`src/rtl/bsg_clk_gen_pearl_monitor_meter.sv`:
```
// bsg_clk_gen_pearl_monitor_meter: measures reference cycles per window of clk_monitor_i periods
// Ports: clk_i reference clock; reset_n_i async active-low reset; clk_monitor_i async monitor clock (data only);
//   en_i measurement enable; v_o/ready_i result handshake; count_o cycle count; overflow_o saturation flag;
//   timeout_o dead-monitor flag. Optional macro BSG_CLK_GEN_PEARL_MONITOR_METER_CONTINUOUS_EN re-arms after each result.
module bsg_clk_gen_pearl_monitor_meter #(
  parameter int sync_stages_p  = 2,
  parameter int window_edges_p = 16,
  parameter int count_width_p  = 24,
  parameter int timeout_p      = 4096
) (
  input  logic                     clk_i,
  input  logic                     reset_n_i,
  input  logic                     clk_monitor_i,
  input  logic                     en_i,
  output logic                     v_o,
  input  logic                     ready_i,
  output logic [count_width_p-1:0] count_o,
  output logic                     overflow_o,
  output logic                     timeout_o
);
  localparam int tw = $clog2(timeout_p + 1);
  localparam int ew = $clog2(window_edges_p + 1);
  typedef enum logic [1:0] {IDLE, ARM, MEASURE, DONE} state_e;
  state_e                   state;
  logic [sync_stages_p-1:0] sync;
  logic                     hist, ovf, rise, go, last, tmo;
  logic [count_width_p-1:0] cyc;
  logic [ew-1:0]            edges;
  logic [tw-1:0]            tcnt;
`ifdef BSG_CLK_GEN_PEARL_MONITOR_METER_CONTINUOUS_EN
  localparam bit cont_lp = 1'b1;
  assign go = en_i;
`else
  localparam bit cont_lp = 1'b0;
  logic en_q;
  // one measurement per en_i assertion: leave IDLE only on its rising edge
  assign go = en_i & ~en_q;
  always_ff @(posedge clk_i or negedge reset_n_i)
    if (!reset_n_i) en_q <= 1'b0;
    else en_q <= en_i;
`endif
  assign rise = sync[sync_stages_p-1] & ~hist;
  assign tmo  = tcnt == tw'(timeout_p - 1);
  assign last = edges == ew'(window_edges_p - 1);
  always_ff @(posedge clk_i or negedge reset_n_i) begin
    if (!reset_n_i) begin
      state      <= IDLE;
      sync       <= '0;
      hist       <= 1'b0;
      v_o        <= 1'b0;
      count_o    <= '0;
      overflow_o <= 1'b0;
      timeout_o  <= 1'b0;
      cyc        <= '0;
      edges      <= '0;
      tcnt       <= '0;
      ovf        <= 1'b0;
    end else begin
      sync <= {sync[sync_stages_p-2:0], clk_monitor_i};
      hist <= sync[sync_stages_p-1];
      case (state)
        IDLE: begin
          cyc   <= '0;
          edges <= '0;
          tcnt  <= '0;
          ovf   <= 1'b0;
          if (go) state <= ARM;
        end
        ARM: begin
          if (!en_i) begin
            state <= IDLE;
            tcnt  <= '0;
          end else if (rise) begin
            cyc   <= '0;
            edges <= '0;
            tcnt  <= '0;
            ovf   <= 1'b0;
            state <= MEASURE;
          end else if (tmo) begin
            state      <= DONE;
            v_o        <= 1'b1;
            timeout_o  <= 1'b1;
            count_o    <= '0;
            overflow_o <= 1'b0;
            tcnt       <= '0;
          end else tcnt <= tcnt + 1'b1;
        end
        MEASURE: begin
          if (!en_i) begin
            state <= IDLE;
            cyc   <= '0;
            edges <= '0;
            tcnt  <= '0;
            ovf   <= 1'b0;
          end else begin
            cyc <= &cyc ? cyc : cyc + 1'b1;
            ovf <= ovf | &cyc;
            // a rise outranks a simultaneous timeout
            if (rise) begin
              tcnt  <= '0;
              edges <= edges + 1'b1;
              if (last) begin
                state      <= DONE;
                v_o        <= 1'b1;
                count_o    <= &cyc ? cyc : cyc + 1'b1;
                overflow_o <= ovf | &cyc;
                timeout_o  <= 1'b0;
              end
            end else if (tmo) begin
              state      <= DONE;
              v_o        <= 1'b1;
              timeout_o  <= 1'b1;
              count_o    <= '0;
              overflow_o <= 1'b0;
              tcnt       <= '0;
            end else tcnt <= tcnt + 1'b1;
          end
        end
        DONE: begin
          if (ready_i) begin
            v_o       <= 1'b0;
            timeout_o <= 1'b0;
            state     <= (cont_lp && en_i) ? ARM : IDLE;
          end
        end
        default: state <= IDLE;
      endcase
    end
  end
endmodule

```
`config.mk`:
```
export PLATFORM = sky130hd
export DESIGN_NAME = bsg_clk_gen_pearl_monitor_meter
export DESIGN_NICKNAME = d
export VERILOG_FILES = /design/src/rtl/bsg_clk_gen_pearl_monitor_meter.sv
export SDC_FILE = /design/constraint.sdc
export NUM_CORES = 1
export LEC_CHECK = 0
export CORE_ASPECT_RATIO = 0.8
export CORE_MARGIN = 2
export CORE_UTILIZATION = 32
export DETAILED_ROUTE_END_ITERATION = 16
export SKIP_LAST_GASP = 1
export SYNTH_ARGS = -nofsm -noshare
export SYNTH_HDL_FRONTEND = slang
export SYNTH_SLANG_ARGS = --single-unit
```
`constraint.sdc`:
```
create_clock -name clk_i -period 5 [get_ports clk_i]
set_clock_uncertainty 0.15 [all_clocks]
set_input_delay 1 -clock clk_i [delete_from_list [all_inputs] [get_ports clk_i]]
set_output_delay 1 -clock clk_i [all_outputs]
set_load 0.01 [all_outputs]
```
==> results of run 1 <==
critical path: stages:
cell	delay [ns]
clkdlybuf4s50_1	0.66
nand2_1	0.36
a211o_1	0.63
or4_1	0.55
nand3_1	0.09
per-layer routing:
| layer | up-vias | share of wire | GRT usage | wire length [µm] |
|---|---|---|---|---|
| met5 | - | 0 | 0 | 0 |
| met4 | 0 | 0.013 | 0.06375 | 133 |
| met3 | 10 | 0.040 | 0.04066 | 422 |
| met2 | 89 | 0.44 | 0.2370 | 4541 |
| met1 | 1729 | 0.51 | 0.2198 | 5327 |
| li1 | 1709 | - | - | - |
layout by cell type, fill, tap and decap left out, types with 6 or more instances in the layout:
cell,netlist,routed
a21oi_1,19,19
a22o_1,9,9
and4_1,7,7
buf_4,2,6
clkbuf_16,0,9
clkdlybuf4s50_1,0,30
dfrtp_1,76,76
ha_1,10,10
inv_1,10,10
nand2_1,62,62
nand3_1,32,32
nand4_1,6,6
nor2_1,26,26
nor3_1,9,9
o21ai_0,51,51
o31ai_1,11,11
or3_1,8,8
xnor2_1,10,10
xor2_1,6,6
sequential cells by signal, summed over array words and instances (netlist names):
signal,count
count_o,24
cyc,24
tcnt,13
edges,5
state,2
sync,2
en_q,1
hist,1
overflow_o,1
ovf,1
timeout_o,1
v_o,1
kinds of logic after synthesis:
kind of cell	after synthesis
simple gates	184
compound gates	130
flops	76
buf+inv	36
xor+xnor	16
fa+ha+maj	10
mux	4
area by class of cell:
class	count	area, µm²
multi-input combinational	344	2130
tap	175	219.0
clock buffer	12	256.5
fill	1303	7885
clock inverter	4	95.09
timing repair buffer	36	345.3
sequential	76	1902
inverter	10	37.54
power by group through the flow:
stage / sequential [µW] / clock, µW / combinational [µW]
after detailed placement: 666 / 0 / 377
after floorplan: 660 / 0 / 272
after global placement: 663 / 0 / 372
final: 654 / 772 / 378
after global routing: 657 / 815 / 430
after CTS: 654 / 786 / 379
worst paths after layout:
kind,endpoint,cells past startpoint,slack (ns),from
max,cyc[23],5,1.83,en_i
max reg2reg,count_o[2],9,2.12,edges[0]
max in group asynchronous,count_o[14],1,3.42,reset_n_i
min reg2reg,sync[1],0,0.20,sync[0]
min in group asynchronous,tcnt[8],1,0.66,reset_n_i
min,sync[1],0,0.20,sync[0]
metrics by stage:
stage	util	instance area, µm²	std cells	hold WS (ns)	setup WS (ns)
CTS	0.3873	4985	657	0.2019	1.814
floorplan	-	4209	456	0.1812	2.516
detailed placement	0.3600	4633	641	0.1894	1.458
global placement	0.3600	4633	641	0.1898	1.495
finish	0.3873	4985	657	0.2017	1.832
global route	0.3873	4985	657	0.2081	1.620
==> load_flow_metrics.sql, run 1 <==
INSERT INTO impl_metrics (metric_group, metric, value, unit) VALUES
('timing', 'slew_violations', '0', ''),
('clock_network', 'cts_sinks', '76', ''),
('power_and_ir_drop', 'irDropWorstVdd', '0.1514', 'mV'),
('synthesis', 'post_synth_xor_area_fraction', '0.03329', ''),
('global_routing', 'first_global_vias', '3554', ''),
('drt', 'num_vias', '3537', ''),
('placement', 'io_buffer_count', '31', ''),
('global_routing', 'globalRouteTotalUtil', '0.1585', ''),
('run', 'max_cap_viol_count', '0', ''),
('synthesis', 'synth.yosys.warnings', '0', ''),
('synthesis', 'synth.largest_area_cell', 'dfrtp_1', ''),
('synthesis', 'async_flop_share', '1.000', ''),
('power_and_ir_drop', 'sequentialPowerShare', '0.362', ''),
('worst_setup_path', 'critical_path.max_fanout', '20', ''),
('clock_network', 'clockBufferDepth', '2', ''),
('synthesis', 'synth.top_cells.by_count', 'dfrtp_1, nand2_1, o21ai_0', ''),
('die', 'core_area', '12870', 'µm²'),
('timing', 'final_tns_setup', '0', 'ns'),
('die', 'fp.dieArea', '14090', 'µm²'),
('global_routing', 'antenna_found_initial', '0', ''),
('timing', 'report.final.hold_viol_count', '0', ''),
('clock_network', 'cts-htree-levels', '3', ''),
('synthesis', 'netlist_top_cells_area', 'dfrtp_1, o21ai_0, nand2_1, nand3_1, ha_1', ''),
('clock_network', 'numCtsBuffers', '9', ''),
('power_and_ir_drop', 'power_switching', '536.8', 'µW'),
('power_and_ir_drop', 'power_frac_comb', '0.210', ''),
('timing', 'period_share', '0.6335', ''),
('synthesis', 'synth_cell_type_count', '59', ''),
('drt', 'drtIter0Drc', '269', ''),
('clock_network', 'cts_hold_buf', '0', ''),
('synthesis', 'synth_compound_gate_area_share', '0.2066', ''),
('global_routing', 'pin_count_of_the_biggest_net_entering_global_routing', '77', ''),
('power_and_ir_drop', 'switching_share', '0.2975', ''),
('worst_setup_path', 'criticalPathCategory', 'in2reg', ''),
('synthesis', 'ys_dominant_reg_cell', 'dfrtp_1', ''),
('die', 'initial_core_util', '0.3270', ''),
('timing', 'post-route-min-period', '3.168', 'ns'),
('clock_network', 'clock_tree_from_tritoncts', 'built', ''),
('die', 'die_width', '132.2', 'µm'),
('power_and_ir_drop', 'design_power_total', '1804', 'µW'),
('power_and_ir_drop', 'leakagePower', '0.001994', 'µW'),
('timing', 'rsz0062_at_grt', 'no', ''),
('synthesis', 'synth_cells', '456', ''),
('synthesis', 'dominant_combinational_cell_family_by_area_after_synthesis', 'simple AND/OR/NAND/NOR gates', ''),
('synthesis', 'adder_cell_fraction_of_synth_area', '0.02973', ''),
('global_routing', 'globalRouteOverflowTotal', '0', ''),
('cells_and_area', 'drive_gt1_frac', '0.07676', ''),
('worst_setup_path', 'setup.worst_path.end_class', 'register', ''),
('clock_network', 'clock-root-buffer', 'clkbuf_16', ''),
('synthesis', 'synth_simple_gate_area_frac', '0.2265', ''),
('power_and_ir_drop', 'power.density_cell_area', '362.0', 'nW/µm²'),
('synthesis', 'synth.most_common_cell', 'dfrtp_1', ''),
('drt', 'routed_via_density', '5.384', ''),
('power_and_ir_drop', 'cell_internal_pwr', '1268', 'µW'),
('placement', 'gp_congestion', '0.8636', ''),
('clock_network', 'worst_skew_pair.late_latency', '0.35', 'ns'),
('cells_and_area', 'flow.area_growth_from_synthesis', '18.43', '%'),
('timing', 'timing.max_slew.rel_slack', '0.3570', ''),
('synthesis', 'post_synth.cell_area_avg', '9.230', 'µm²'),
('drt', 'drcViolationCount', '0', ''),
('clock_network', 'postCtsResizedCells', '0', ''),
('run_status', 'status', 'complete, no violations', ''),
('timing', 'worst_pin_slew', '0.9645', 'ns'),
('worst_setup_path', 'critical_path_arrival', '3.30', 'ns'),
('die', 'io_pins', '32', ''),
('synthesis', 'synth-seq-area-share', '0.4518', ''),
('cells_and_area', 'finish.net_count', '492', ''),
('timing', 'finalSetupViolations', '0', ''),
('global_routing', 'grt_first_pass_wirelength', '17820', 'µm'),
('placement', 'hpwlAfterDp', '6874', 'µm'),
('clock_network', 'clk_pin_slew_worst_paths', '0.06', 'ns');
(Power assumes the default switching activity.)
==> run 2: changes to the inputs <==
Clock period 5 ns to 3.1 ns, I/O delays scaled along.
==> run 2 against run 1 <==
Effect of this change: register-to-register slack worse by 1.9 ns; routed wire length is 2.4% lower; global-route usage fell by 0.61 points; clock power is 62% higher; total power grew 63%; sequential share of layout area shrank 0.35 points; sequential power increased by 61%; sequential cell count did not move; via count is 1.1% lower; critical endpoint is now count_o[20]; design area grew 0.93%.
==> load_flow_metrics.sql, run 2 (synthesis gave the netlist of run 1 again) <==
INSERT INTO impl_metrics (metric_group, metric, value, unit) VALUES
('placement', 'io_buffer_count', '31', ''),
('timing', 'slew_violations', '0', ''),
('drt', 'num_vias', '3499', ''),
('timing', 'finalSetupViolations', '0', ''),
('clock_network', 'clock_tree_from_tritoncts', 'built', ''),
('die', 'io_pins', '32', ''),
('die', 'initial_core_util', '0.3270', ''),
('timing', 'final_critical_path_setup_slack', '0.2047', 'ns'),
('cells_and_area', 'layout.cells.most_common', 'dfrtp_1', ''),
('drt', 'post_drt_wl_per_cell', '15.38', 'µm'),
('clock_network', 'cts_sinks', '76', ''),
('die', 'fp.dieArea', '14090', 'µm²'),
('power_and_ir_drop', 'irDropWorstVdd', '0.2471', 'mV'),
('power_and_ir_drop', 'leakagePower', '0.002020', 'µW'),
('placement', 'placed_cells', '646', ''),
('drt', 'drtIter0Drc', '327', ''),
('die', 'placementRows', '37', ''),
('global_routing', 'globalRouteOverflowTotal', '0', ''),
('worst_setup_path', 'critPathSlowestCell', 'a21oi_2', ''),
('global_routing', 'first_global_vias', '3380', ''),
('cells_and_area', 'finish.net_count', '497', ''),
('worst_setup_path', 'timing.critical_path.required', '3.20', 'ns'),
('drt', 'routed_via_density', '5.285', ''),
('worst_setup_path', 'setup.worst_path.end_class', 'register', ''),
('worst_setup_path', 'worstPathCellList', 'ha_1 > and3_1 > ha_1 > nor2b_1 > o311a_1 > a21oi_2 > buf_4 > nand2_1 > o21ai_0', ''),
('placement', 'gp_congestion', '0.8447', ''),
('worst_setup_path', 'critical_path_arrival', '2.99', 'ns'),
('global_routing', 'pin_count_of_the_biggest_net_entering_global_routing', '77', ''),
('run', 'max_cap_viol_count', '0', ''),
('cells_and_area', 'drive_gt1_frac', '0.08830', ''),
('worst_setup_path', 'critPathMostFrequentCell', 'ha_1', ''),
('worst_setup_path', 'startpoint_type', 'register', ''),
('placement', 'pre_cts_ws', '0.1657', 'ns'),
('cells_and_area', 'non_filler_cells_final', '662', ''),
('drt', 'drtPass1Iterations', '5', ''),
('global_routing', 'globalRouteTotalUtil', '0.1524', ''),
('worst_setup_path', 'criticalPathCategory', 'reg2reg', ''),
('die', 'core_area', '12870', 'µm²'),
('die', 'die_h', '106.6', 'µm'),
('placement', 'hpwlAfterDp', '6933', 'µm'),
('cells_and_area', 'flow.area_growth_from_synthesis', '19.53', '%'),
('timing', 'post-route-min-period', '2.895', 'ns'),
('worst_setup_path', 'crit_path_largest_cell_delay', '0.72', 'ns'),
('clock_network', 'clock-root-buffer', 'clkbuf_16', ''),
('timing', 'rsz0062_at_grt', 'no', ''),
('clock_network', 'postCtsSetupBuffers', '0', ''),
('cells_and_area', 'antennaDiodeCount', '0', ''),
('power_and_ir_drop', 'design_power_total', '2932', 'µW'),
('run_status', 'status', 'complete, no violations', ''),
('cells_and_area', 'most-common-layout-cells', 'dfrtp_1, nand2_1, o21ai_0, nand3_1, clkdlybuf4s50_1', ''),
('clock_network', 'cts-htree-levels', '3', ''),
('die', 'die_width', '132.2', 'µm'),
('drt', 'ant_nets', '0', ''),
('worst_setup_path', 'critical_path.max_fanout', '18', ''),
('drt', 'drcViolationCount', '0', ''),
('cells_and_area', 'fill_cells', '1282', ''),
('timing', 'achievable-frequency', '345.4', 'MHz'),
('clock_network', 'clockBufferDepth', '2', ''),
('timing', 'timing.max_slew.rel_slack', '0.3626', ''),
('timing', 'worst_pin_slew', '0.9561', 'ns'),
('min_path', 'min-delay-path-class', 'reg2reg', ''),
('clock_network', 'postCtsResizedCells', '0', ''),
('global_routing', 'grt_first_pass_wirelength', '17210', 'µm'),
('clock_network', 'numCtsBuffers', '9', ''),
('clock_network', 'cts_hold_buf', '0', ''),
('power_and_ir_drop', 'power.density_cell_area', '582.8', 'nW/µm²'),
('clock_network', 'worst_skew_pair.late_latency', '0.34', 'ns'),
('timing', 'final_tns_setup', '0', 'ns'),
('drt', 'finalWirelength', '10180', 'µm'),
('clock_network', 'clk_pin_slew_worst_paths', '0.06', 'ns'),
('global_routing', 'antenna_found_initial', '0', ''),
('cells_and_area', 'largestRegisters', 'count_o (24), cyc (24), tcnt (13)', ''),
('timing', 'period_share', '0.9340', ''),
('timing', 'report.final.hold_viol_count', '0', '');
## run 2: area by class of cell
type	instances	area [µm²]	share of cell area
clock buffer	11	252.7	0.05024
multi-input combinational	344	2130	0.4233
tap	175	219.0	0.04352
inverter	10	37.54	0.007461
clock inverter	5	107.6	0.02139
sequential	76	1902	0.3780
timing repair buffer	41	382.9	0.07610
## run 2: per-layer routing
layer,wire length (µm),GRT usage,vias to the layer above
met5,0,0,-
met4,105,0.04531,0
met3,454,0.04066,7
met2,4607,0.2314,82
met1,5013,0.2139,1684
li1,-,-,1726
## run 2: worst max-delay path: cells and delay by family (launching register included)
kind	cells	cell delay [ns]
AOI/OAI and AO/OA	3	1.10
adders and majority gates	2	0.42
DFF	1	0.41
and+or+nand+nor	3	0.41
buffers and inverters	1	0.29
## run 2: per-stage QoR
| step | hold slack, ns | cell area [µm²] | util |
|---|---|---|---|
| after floorplan | 0.1744 | 4209 | - |
| after global placement | 0.2188 | 4671 | 0.3629 |
| after detailed placement | 0.1996 | 4671 | 0.3629 |
| after CTS | 0.2143 | 5031 | 0.3909 |
| after global routing | 0.2383 | 5031 | 0.3909 |
| final | 0.2141 | 5031 | 0.3909 |
## run 2: path summary, 6_finish.rpt
path | start | slack, ns | to | depth (start not counted)
setup / recovery | edges[0] | 0.20 | count_o[20] | 9
hold / removal | sync[0] | 0.21 | sync[1] | 0
setup reg to reg | edges[0] | 0.20 | count_o[20] | 9
hold reg to reg | sync[0] | 0.21 | sync[1] | 0
max in group asynchronous | reset_n_i | 1.90 | cyc[16] | 1
min in group asynchronous | reset_n_i | 0.27 | tcnt[7] | 1
## run 2: power breakdown
part	internal [µW]	switching [µW]	leakage (µW)	total [µW]
sequential	1020	32.6	0.00105	1050
combinational	205	427	0.000794	632
clock	833	413	0.000176	1250
==> edit 1, RTL diff (flow settings as in run 1) <==
Set the parameter `window_edges_p` to 32 (it was 16).
--- a/src/rtl/bsg_clk_gen_pearl_monitor_meter.sv
+++ b/src/rtl/bsg_clk_gen_pearl_monitor_meter.sv
@@ -6,3 +6,3 @@
   parameter int sync_stages_p  = 2,
-  parameter int window_edges_p = 16,
+  parameter int window_edges_p = 32,
   parameter int count_width_p  = 24,
Check against the original RTL: same outputs for any inputs over 10 cycles, from zero or initial values and one cycle with reset_n_i low; that may be too few to reach the edited logic, so the function may still have changed.
==> edit 1 against run 1 <==
- total power down 8.7%
- wire length down 2.4%
- setup slack got worse by 220 ps
- sequential power grew 0.9%
- core utilization decreased by 0.53 points
- sequential cell count grew 1
- hold slack lost 5.8 ps
- cell area fell by 1.0%
- largest power group is now registers
- synthesized area up 0.68%
==> edit 1: results (changes against run 1) <==
routed wl met2: 4530 microns (-0.35%)
met3 Resource Use GR: 3.07% (-0.99 points)
mux cell area share after synthesis: 0.709% (-0.27 points)
Worst R2R End: count_o[8]$_DFFE_PN0P_
Worst path slowest cell: and4_1
Sequential Area: 1930 sq um (+1.3%)
register bit total from synthesis: 77 (+1.3%)
status: finished, final reports clean
cell count after placement: 630 (-1.7%)
sequential power: 660 uW (+0.9%)
WP data arrival: 3490 ps (+190 ps)
pin count of the biggest net entering global routing: 78 (+1.3%)
worst hold slack: 196 ps (-5.76 ps)
clock-cell share of area: 5.78% (-1.3 points)
die area: 14200 sq um (+0.66%)
post-synthesis compound-gate area fraction: 20.8% (+0.15 points)
Pwr Density: 334 nW/um^2 (-7.7%)
CP peak stage delay: 820 ps (+160 ps)
Data buffer area share: 6.39% (-0.54 points)
Post-Synth XOR/XNOR Area: 4.55% (+1.2 points)
synth top area cells: dfrtp_1 (45%), a22o_1 (4.1%), o21ai_0 (3.5%)
placed instance area: 4650 sq um (+0.35%)
r2r setup slk: 2020 ps (-100 ps)
CP max FO: 21 (+5.0%)
Setup WS pre-CTS: 1260 ps (-199 ps)
first-pass GRT wire length: 17200 microns (-3.6%)
P_leak: 0.00199 uW (about the same)
total track usage: 15.0% (-0.85 points)
worst r2r src: state[0]$_DFFE_PN0P_
Commonest cells post-synth: dfrtp_1 (77), nand2_1 (32), nor2_1 (32)
grt met2 use: 23.0% (-0.68 points)
vias in the first global route: 3406 (-4.2%)
wl on met1: 5140 microns (-3.4%)
number of nets in the layout: 480 (-2.4%)
Non-clock inverters: 23 (+13)
Post-Synth Adder-Cell Area: 2.66% (-0.32 points)
layout cell share with drive strength beyond 1: 6.58% (-1.1 points)
via count: 3513 (-0.68%)
GPL Wtd Cong: 0.897 (+3.8%)
==> edit 1: cell types whose count changed after synthesis, sizes merged, moves of 8 or more <==
cell	run 1	this run
nand2	62	32
o21ai	54	32
inv	10	23
a22o	9	20
nand3	32	23
buf	15	7
nand4	7	15
==> edit 1: how the worst max path moves through the flow <==
| stage | slack (ps) | end | start | cells after the start |
|---|---|---|---|---|
| 2_1_floorplan | 2400 | count_o[10]$_DFFE_PN0P_ | en_i | 7 |
| 3_3_place_gp | 1400 | count_o[8]$_DFFE_PN0P_ | en_i | 6 |
| 3_5_place_dp | 1260 | count_o[8]$_DFFE_PN0P_ | en_i | 6 |
| 4_1_cts | 1590 | count_o[8]$_DFFE_PN0P_ | en_i | 6 |
| 5_1_grt | 1370 | count_o[8]$_DFFE_PN0P_ | en_i | 6 |
| 6_report | 1610 | count_o[8]$_DFFE_PN0P_ | en_i | 6 |
==> edit 2, RTL diff (settings of run 1) <==
Made on the original files. Re-encode `state_e` (4 states) as Gray code, 2 bits wide.
--- a/src/rtl/bsg_clk_gen_pearl_monitor_meter.sv
+++ b/src/rtl/bsg_clk_gen_pearl_monitor_meter.sv
@@ -22,3 +22,3 @@
   localparam int ew = $clog2(window_edges_p + 1);
-  typedef enum logic [1:0] {IDLE, ARM, MEASURE, DONE} state_e;
+  typedef enum logic [1:0] {IDLE = 2'b00, ARM = 2'b01, MEASURE = 2'b11, DONE = 2'b10} state_e;
   state_e                   state;
Function: no difference found for any inputs over 10 cycles, from zero or initial values and one cycle with reset_n_i low; not proved beyond that.
==> edit 2 against run 1 <==
- total power shrank 9.5%
- sequential cell count is the same
- wire length shrank 3.0%
- combinational power shrank 36%
- cell area shrank 1.1%
- setup slack lost 220 ps
- synthesized area grew 0.12%
- synthesized cell count grew 0.22%
- largest power group unchanged
==> edit 2: results (changes against run 1) <==
status: finished, final reports clean
cell count after placement: 635 (-0.94%)
die area: 14100 sq um (+0.11%)
Unique masters post-synth: 58 (-1.7%)
synth top area cells: dfrtp_1 (45%), o21ai_0 (5.9%), nand2_1 (5.3%)
Routed wire per std cell: 15.5 microns (-2.1%)
Mapped Avg Cell Area: 9.22 sq um (-0.10%)
syn_nets: 466 (-1.1%)
# fillers: 1293 (-0.77%)
number of nets in the layout: 480 (-2.4%)
Slew HR: 35.6% (-0.086 points)
Commonest cells post-synth: dfrtp_1 (76), nand2_1 (60), o21ai_0 (50)
total track usage: 15.4% (-0.40 points)
first-pass GRT wire length: 17900 microns (+0.35%)
DRT iter0 DRCs: 353 (+31%)
TritonRoute pass-1 iters: 4 (-1)
Seq/Total Area, Yosys: 45.1% (-0.054 points)
Peak VDD IR: 0.000162 V (+6.9%)
P_leak: 0.00191 uW (-4.4%)
WP data arrival: 3450 ps (+150 ps)
layout cell share with drive strength beyond 1: 6.93% (-0.74 points)
Setup WS pre-CTS: 1270 ps (-193 ps)
grt met2 use: 22.5% (-1.2 points)
met1 GRT Util: 22.8% (+0.79 points)
Worst path top cell family by delay: buffers and inverters
CP max FO: 28 (+40%)
GPL Wtd Cong: 0.881 (+2.0%)
edit 2: changes by cell type after synthesis, sizes merged, moves of 5 or more:
| cell | delta |
|---|---|
| and3 | +7 |
| ha | -6 |
| a31oi | +16 |
| nor2 | -11 |
| clkbuf | +5 |
| o31ai | -7 |
| nand4 | +5 |
edit 2: metal layers:
| metal | part of all wire [%] | wire length, microns |
|---|---|---|
| met5 | 0 | 0 |
| met4 | 1.2 | 124 |
| met3 | 4.9 | 494 |
| met2 | 42 | 4260 |
| met1 | 52 | 5240 |
edit 2: cell type report:
class	instances	area (sq um)	area share, %
inverters	10	37.5	0.761
flip-flops and latches	76	1900	38.6
repair buffers	35	338	6.85
clock buffers	11	243	4.92
clock inverters	5	85.1	1.73
multi-input cells	339	2110	42.7
well taps	175	219	4.44
edit 2: kinds of logic after synthesis:
group,Yosys count,share of synthesized area (%)
simple gates,167,20.8
compound gates,143,22.7
flops,76,45.1
buf+inv,42,4.90
xor+xnor,22,4.57
fa+ha+maj,4,1.19
mux,3,0.713
edit 2: per-stage QoR:
stage                     utilization (%)  hold slack, ps
after floorplan                         -             181
after global placement               35.8             183
after detailed placement             35.8             187
after CTS                            38.3             206
after global routing                 38.3             226
final                                38.3             204
edit 2: where the power goes:
part	total [uW]	internal [uW]	switching (uW)
combinational	243	70.0	173
sequential	679	633	45.4
clock	711	453	259
edit 2: path summary, 6_finish.rpt:
path                                 startpoint                       to  slack [ps]  cells past startpoint
max                                        en_i  count_o[17]$_DFFE_PN0P_        1610                      9
max reg2reg                state[1]$_DFFE_PN0P_      cyc[19]$_DFFE_PN0P_        2270                      6
min in group asynchronous             reset_n_i     edges[3]$_DFFE_PN0P_         660                      1
max in group asynchronous             reset_n_i       cyc[4]$_DFFE_PN0P_        3400                      1
min                           sync[0]$_DFF_PN0_        sync[1]$_DFF_PN0_         200                      0
min reg2reg                   sync[0]$_DFF_PN0_        sync[1]$_DFF_PN0_         200                      0
edit 2: worst register-to-register path: stages, from the launching register on:
cell,delay (ps)
dfrtp_1,730
inv_1,130
nor2_1,660
nor2_1,430
buf_4,280
o21a_1,100
o21ai_0,160
